<file path="src/rtl/cmos_spi_slave.sv">
// SPI mode-0 responder that serves 26-bit command frames from an internal 16-bit register file.
// SCLK/SS_N/MOSI are oversampled on clk_input; all decisions use the synchronized copies.
module cmos_spi_slave #(
  parameter int REG_DEPTH = 64
) (
  input  logic        clk_input,
  input  logic        reset_n,
  input  logic        SCLK,
  input  logic        SS_N,
  input  logic        MOSI,
  output logic        MISO,
  output logic        miso_oe,
  output logic        reg_wr_pulse,
  output logic [8:0]  reg_wr_addr,
  output logic [15:0] reg_wr_data,
  output logic        frame_error
);

  // state  | meaning
  // IDLE   | waiting for SS_N fall
  // ADDR   | address bits (SCLK rises 1..9)
  // RW     | read/write bit (rise 10)
  // DATA   | data bits (rises 11..26)
  // DONE   | more than 26 rises, frame will be rejected
  typedef enum logic [2:0] {S_IDLE, S_ADDR, S_RW, S_DATA, S_DONE} state_t;

  localparam int AW = (REG_DEPTH > 1) ? $clog2(REG_DEPTH) : 1;

  state_t      state, state_nxt;
  logic [2:0]  sclk_sync, ss_sync;
  logic [1:0]  mosi_sync;
  logic [25:0] shift_reg;
  logic [4:0]  cnt, cnt_inc;
  logic [15:0] rd_shift, rd_word;
  logic        rd_armed;
  logic [15:0] regs [REG_DEPTH];

  logic sclk_rise, sclk_fall, ss_rise, ss_fall, ss_active, mosi_bit;
  logic busy, clr_frame, shift_en, load_rd, out_en, end_frame, commit, err;

  // SS_N sync resets low so a select held low across reset release never looks like a fall
  always_ff @(posedge clk_input or negedge reset_n) begin
    if (!reset_n) begin
      sclk_sync <= '0;
      ss_sync   <= '0;
      mosi_sync <= '0;
    end else begin
      sclk_sync <= {sclk_sync[1:0], SCLK};
      ss_sync   <= {ss_sync[1:0], SS_N};
      mosi_sync <= {mosi_sync[0], MOSI};
    end
  end

  assign sclk_rise = sclk_sync[1] & ~sclk_sync[2];
  assign sclk_fall = ~sclk_sync[1] & sclk_sync[2];
  assign ss_rise   = ss_sync[1] & ~ss_sync[2];
  assign ss_fall   = ~ss_sync[1] & ss_sync[2];
  assign ss_active = ~ss_sync[1];
  assign mosi_bit  = mosi_sync[1];
  assign cnt_inc   = (cnt == 5'd31) ? cnt : cnt + 5'd1;

  always_comb begin
    rd_word = '0;
    if ({1'b0, shift_reg[8:0]} < 10'(REG_DEPTH))
      rd_word = regs[shift_reg[AW-1:0]];
  end

  always_ff @(posedge clk_input or negedge reset_n) begin
    if (!reset_n) state <= S_IDLE;
    else          state <= state_nxt;
  end

  always_comb begin
    state_nxt = state;
    case (state)
      S_IDLE: if (ss_fall) state_nxt = S_ADDR;
      default: begin
        if (ss_rise)
          state_nxt = S_IDLE;
        else if (sclk_rise && ss_active) begin
          if (cnt_inc <= 5'd9)       state_nxt = S_ADDR;
          else if (cnt_inc == 5'd10) state_nxt = S_RW;
          else if (cnt_inc <= 5'd26) state_nxt = S_DATA;
          else                       state_nxt = S_DONE;
        end
      end
    endcase
  end

  always_comb begin
    busy      = (state != S_IDLE);
    clr_frame = ((state == S_IDLE) && ss_fall) || (busy && ss_rise);
    shift_en  = busy && ss_active && sclk_rise;
    load_rd   = shift_en && (cnt == 5'd9) && !mosi_bit;
    out_en    = busy && ss_active && sclk_fall && rd_armed;
    end_frame = busy && ss_rise;
    commit    = end_frame && (cnt == 5'd26) && shift_reg[16];
    err       = end_frame && (cnt != 5'd26);
  end

  always_ff @(posedge clk_input or negedge reset_n) begin
    if (!reset_n) begin
      shift_reg    <= '0;
      cnt          <= '0;
      rd_shift     <= '0;
      rd_armed     <= 1'b0;
      MISO         <= 1'b0;
      miso_oe      <= 1'b0;
      reg_wr_pulse <= 1'b0;
      reg_wr_addr  <= '0;
      reg_wr_data  <= '0;
      frame_error  <= 1'b0;
      for (int i = 0; i < REG_DEPTH; i++) regs[i] <= '0;
    end else begin
      reg_wr_pulse <= 1'b0;
      frame_error  <= err;
      if (clr_frame) begin
        shift_reg <= '0;
        cnt       <= '0;
        rd_shift  <= '0;
        rd_armed  <= 1'b0;
        MISO      <= 1'b0;
        miso_oe   <= 1'b0;
      end else begin
        if (shift_en) begin
          shift_reg <= {shift_reg[24:0], mosi_bit};
          cnt       <= cnt_inc;
        end
        if (load_rd) begin
          rd_shift <= rd_word;
          rd_armed <= 1'b1;
        end
        // zeros shift in behind the data, so MISO rests at 0 after bit 0
        if (out_en) begin
          miso_oe  <= 1'b1;
          MISO     <= rd_shift[15];
          rd_shift <= {rd_shift[14:0], 1'b0};
        end
      end
      if (commit) begin
        reg_wr_pulse <= 1'b1;
        reg_wr_addr  <= shift_reg[25:17];
        reg_wr_data  <= shift_reg[15:0];
        if ({1'b0, shift_reg[25:17]} < 10'(REG_DEPTH))
          regs[shift_reg[17+AW-1:17]] <= shift_reg[15:0];
      end
    end
  end

endmodule
</file>
<file path="config.mk">
export PLATFORM = sky130hd
export DESIGN_NAME = cmos_spi_slave
export DESIGN_NICKNAME = d
export VERILOG_FILES = /design/src/rtl/cmos_spi_slave.sv
export SDC_FILE = /design/constraint.sdc
export NUM_CORES = 1
export LEC_CHECK = 0
export CORE_ASPECT_RATIO = 0.6
export CORE_MARGIN = 2
export CORE_UTILIZATION = 60
export CTS_BUF_LIST = sky130_fd_sc_hd__clkbuf_16
export DETAILED_ROUTE_END_ITERATION = 10
export MAX_ROUTING_LAYER = met4
export PLACE_DENSITY = 0.76
export SLEW_MARGIN = 0
export SYNTH_ARGS = -nofsm -noshare
export SYNTH_HDL_FRONTEND = slang
export SYNTH_SLANG_ARGS = --single-unit
</file>
<file path="constraint.sdc">
create_clock -name clk_input -period 3 [get_ports clk_input]
set_input_delay 0.75 -clock clk_input [delete_from_list [all_inputs] [get_ports clk_input]]
set_output_delay 0.75 -clock clk_input [all_outputs]
set_load 0.02 [all_outputs]
</file>
; ---- Yosys cells after proc, flatten, opt, wreduce, memory -nomap -nowiden
; Index checks and enable logic that the tools add are counted.
[op_classes]
add_sub_neg = 1
magnitude_cmp = 7
eq_ne = 6
muxes = 29
bitwise_logic = 10
reduce_logical = 24
[ops]
columns = op, count
row1 = $bwmux W1024, 1
row2 = $mux W16, 7
row3 = $bmux W16 S6, 1
row4 = $demux W16 S6, 1
row5 = $mux W26, 2
row6 = $mux W3, 7
row7 = $lt A9 B7 Y1 const B, 2
row8 = $mux W5, 3
row9 = $ge A7 B7 Y1 const B, 2
row10 = $not A6 Y7, 2
row11 = $logic_and A1 B1 Y1, 13
row12 = $eq A5 B4 Y1 const B, 2
row13 = $eq A5 B5 Y1 const B, 2
row14 = $reduce_bool A3 Y1, 3
row15 = $lt A7 B1 Y1 const B, 1
row16 = $mux W1, 7
row17 = $reduce_bool A2 Y1, 3
row18 = $add A5 B1 Y5 const B, 1
row19 = $le A5 B4 Y1 const B, 1
row20 = $le A5 B5 Y1 const B, 1
row21 = $ne A5 B5 Y1 const B, 1
row22 = $and A1 B1 Y1, 4
row23 = $not A1 Y1, 4
row24 = $reduce_and A2 Y1, 2
row25 = 4 further kinds, 4
[totals]
register_bits = 1112
output_inout_bits = 29

; ---- Longest topological paths before layout
[logic_depth]
depth_word = 9
depth_mapped = 12
depth_no_buf = 9

; ---- Worst setup path after synthesis
; OpenSTA, ideal clock, no wires.
[synth_path]
kind = input -> register
start = input port cnt[0]
end = register regs[325] (netlist name)
t_arrival_ns = 2.388
slack_ns = 0.488
cell_stages = 10
n_path_buf = 2
cell_sequence = dfrtp_1 inv_1 ha_1 and4b_1 nand4_1 or3_1 buf_2 nor2_2 buf_2 mux2_2
[synth_via]
elab_chain_len = 4
[synth_rtl]
columns = item, line_no
row1 = "start, declared", 33  ; logic [4:0] cnt, cnt_inc;
row2 = $eq A5 B5 Y1, 97  ; commit = end_frame && (cnt == 5'd26) && shift_reg[16];
row3 = $logic_and A1 B1 Y1 (2 in series), 97
row4 = $reduce_and A2 Y1 (no line), -
row5 = "end signal, assigned by index", 145  ; regs[shift_reg[17+AW-1:17]] <= shift_reg[15:0];
row6 = "end, declared", 36  ; logic [15:0] regs [REG_DEPTH];
; No other way between the ends.
; A chain may end at the register's enable or synchronous reset.

; ---- Worst setup path after layout
[layout_path]
start = input port shift_reg[0]
end = register rd_shift[6]
[layout_via]
elab_chain_len = 8
elab_cells_between_ends = 9
cone_classes = order compare (1) / mux (7) / bitwise (1)
[layout_rtl]
columns = item, line_no
row1 = "start, declared", 32  ; logic [25:0] shift_reg;
row2 = $not A6 Y7 (not written as such), 65  ; rd_word = regs[shift_reg[AW-1:0]];
row3 = $bmux W16 S6, 65
row4 = $mux W16 (not written as such) (2 in series), 65
row5 = $mux W16 *, 64  ; if ({1'b0, shift_reg[8:0]} < 10'(REG_DEPTH))
row6 = $mux W16 *, 129  ; if (load_rd) begin
row7 = $mux W16 *, 134  ; if (out_en) begin
row8 = $mux W16 *, 117  ; if (clr_frame) begin
row9 = "end signal, assigned", 130  ; rd_shift <= rd_word;
row10 = "end signal, assigned", 137  ; rd_shift <= {rd_shift[14:0], 1'b0};
row11 = "end, declared", 34  ; logic [15:0] rd_shift, rd_word;
; Mark *: on every way between the ends. The rest lies on a longest branch, timed or not. The select of a mux whose other input is x is not followed.

==> results.toml <==
[drt]
ant_nets = 0
wl_per_cell_um = 28.6
routed_wl_mm = 133
first_pass_iters = 5
drc = 0
via_per_inst = 6.64
drt_iter0_markers = 3458
vias = 30900

[sta]
fin_crit_ns = 3.00
fmax_mhz = 333
worst_pin_slew_ns = 1.40
finalClockSkew_ns = 0.0262
finalMaxSlewViolations = 0
post-route-period-util = 1.00
slew_headroom = 0.0684
hold_violations = 0
setup_viol = 0

[logic_synthesis]
ys_seq_elements = 1112
yosysTopAreaCell = "dfrtp_1"
synth_warnings = 0
synthFlopType = "dfrtp_1"
synth_common_cells = "dfrtp_1 (1,112), mux2_2 (1,071), mux4_2 (209), clkbuf_1 (172), nand2_1 (115)"
synth_nets = 3385
syn_area_mm2 = 0.0504
synth_top_area_frac = 0.552
async_flop_share = 1.00
synth.most_common_cell = "dfrtp_1"
syn_area_per_cell_um2 = 14.9
synthTopCellsByArea = "dfrtp_1 (55%), mux2_2 (24%), mux4_2 (9.3%)"
ys_seq_area_frac = 0.552
syn_inst = 3375
synth_edf_count = 0
yosysUniqueCellTypes = 57

[floorplan]
die-width_um = 378
die_area_mm2 = 0.0864
ios = 34
core_area_mm2 = 0.0833
die-height_um = 228
start_util = 0.605
rows = 82

[clocking]
cts_buffer_depth = 3
clk_pin_slew_worst_paths_ns = 0.07
numCtsBuffers = 99
cts_root_buffer = "clkbuf_16"
cts_tree = "yes"
cts.sinks = 1112
insertion_delay_ns = 0.71
cts_max_level = 3

[final_layout]
seq_area_mm2 = 0.0279
finalCoreUtilization = 0.674
largest_reg_flops = 1024
fillCellCount = 5579
area_delta_synth_final_pct = 11.5
nets = 3445
multiInputGateArea_mm2 = 0.0212
drive_above_1_share = 0.493

[power]
power.total_mw = 29.5
powerDensity_mw_per_mm2 = 526
p_leak_nw = 26.8
peakVddDrop_mv = 0.442

[setup_path]
crit_path_start_kind = "register"
r2r_cells = 7
path_class = "register to register"
cp_max_fo = 20
r2r_end = "rd_shift[6]$_DFFE_PN0P_"
timing.critical_path.slowest_stage_cell = "dfrtp_4"
rrSetupSlack_ns = 0.001
cp-end-kind = "register"
slowest_delay_ns = 0.59
cp.arrival_ns = 3.56
critical_path.cell_chain = "buf_12 > buf_4 > mux4_2 > a22oi_1 > nand2_1 > a221oi_1 > o211ai_1"
crit_buf_inv = 2
rr_startpoint = "shift_reg[0]$_DFFE_PN0P_"
path_delay_family = "compound AO/OA/AOI/OAI gates"
required_ns = 3.56

[grt]
gr-total-overflow = 0
grt_max_degree = 119
grtUsageMet1 = 0.486
grt_util_all_layers = 0.325
use_met2 = 0.443
antenna_found_initial = 6
grt_pass1_vias = 32200
grt_pass1_wl_mm = 204
grtUsageMet3 = 0.0780
grt.busiest_layer = "met1"

[run_status]
outcome = "complete, no violations"

[placement]
portBuffers = 33
hpwl_mm = 87.1
gp_congestion = 1.04

[hold_path]
hold_depth = 0
hold_path_class = "register to register"
hold_end = "ss_sync[1]$_DFF_PN0_"
hp-start = "ss_sync[0]$_DFF_PN0_"

[flow_run]
drv_cap = 0
## logic make-up (layout without fill, tap and decap cells)
group                    after synthesis  count (layout)  share of synthesized area
other                                  0               3                          0
XOR/XNOR                               2               2                   0.000348
flip-flops                          1112            1112                      0.552
AO/OA/AOI/OAI                        226             226                     0.0300
AND/OR/NAND/NOR                      332             332                     0.0348
multiplexers                        1387            1387                      0.354
buffers and inverters                311             450                     0.0271
adder cells (fa/ha/maj)                5               5                    0.00124
## how the worst max path moves through the flow
stage / startpoint / to / slack, ns / cells past startpoint
floorplan: cnt[0]$_DFFE_PN0P_ / regs[325]$_DFFE_PN0P_ / 0.49 / 9
global placement: shift_reg[0]$_DFFE_PN0P_ / rd_shift[3]$_DFFE_PN0P_ / -0.07 / 6
detailed placement: shift_reg[0]$_DFFE_PN0P_ / rd_shift[3]$_DFFE_PN0P_ / -0.11 / 6
CTS: shift_reg[0]$_DFFE_PN0P_ / rd_shift[13]$_DFFE_PN0P_ / 0.06 / 7
global route: shift_reg[0]$_DFFE_PN0P_ / rd_shift[6]$_DFFE_PN0P_ / -0.009 / 7
finish: shift_reg[0]$_DFFE_PN0P_ / rd_shift[6]$_DFFE_PN0P_ / 0.001 / 7
## layer usage
layer,vias up,routed length (µm),part of all wire
met5,-,0,0
met4,0,4000,0.030
met3,268,12200,0.092
met2,1402,58200,0.44
met1,16700,58700,0.44
li1,12600,-,-
## stage by stage
stage / instance area [µm²] / instances / setup TNS (ns) / hold slack, ns / setup WS (ns)
global route: 56200 / 4650 / -0.00901 / 0.362 / -0.00901
detailed placement: 53000 / 4459 / -1.83 / 0.339 / -0.108
floorplan: 50400 / 3375 / 0 / 0.331 / 0.488
finish: 56200 / 4651 / 0 / 0.352 / 0.00125
CTS: 56100 / 4640 / 0 / 0.354 / 0.0625
global placement: 53000 / 4459 / -1.36 / 0.342 / -0.0662
## final cells by class
| class | count | share of cell area |
|---|---|---|
| Tap cell | 1134 | 0.0253 |
| Clock buffer | 101 | 0.0450 |
| Clock inverter | 79 | 0.00826 |
| Antenna cell | 3 | 0.000134 |
| Sequential cell | 1112 | 0.496 |
| Timing Repair Buffer | 262 | 0.0467 |
| Inverter | 8 | 0.000535 |
| Multi-Input combinational cell | 1952 | 0.378 |
## timing repair
| action | in CTS | in global routing |
|---|---|---|
| hold buffers | 1 | 0 |
| endpoints found under the setup margin | 125 | 3 |
| buffers inserted | 0 | 7 |
| pin swaps | 0 | 1 |
| gates resized for setup | 5 | 3 |
| gates cloned | 0 | 1 |
| hold endpoints to repair | 23 | 0 |
## report_power, final
| part | switching, mW | internal [mW] | total [mW] |
|---|---|---|---|
| Sequential | 0.0507 | 15.0 | 15.1 |
| Clock | 5.64 | 6.42 | 12.1 |
| Combinational | 1.53 | 0.871 | 2.40 |
## placed cells by master (no fill, tap or decap), types with 7 or more instances in the layout
cell                n
nand3_1            28
nor2b_1            10
a22oi_1            61
clkinv_1           30
buf_4             183
mux2i_1           106
o22ai_1            28
or3_1              14
mux2_2           1071
a21oi_1            18
clkinv_2           15
o21ai_0            54
nor4b_1            10
dfrtp_1          1096
a221oi_1           13
buf_12             42
and2_1              7
nor2_1             33
nand2_1           115
a31oi_1            13
nand2_2            33
inv_1              31
mux4_2            209
clkdlybuf4s50_1    32
a22o_1             14
dfrtp_2            11
nor2_2             33
clkbuf_16         102
Power figures use the tool's default switching activity.
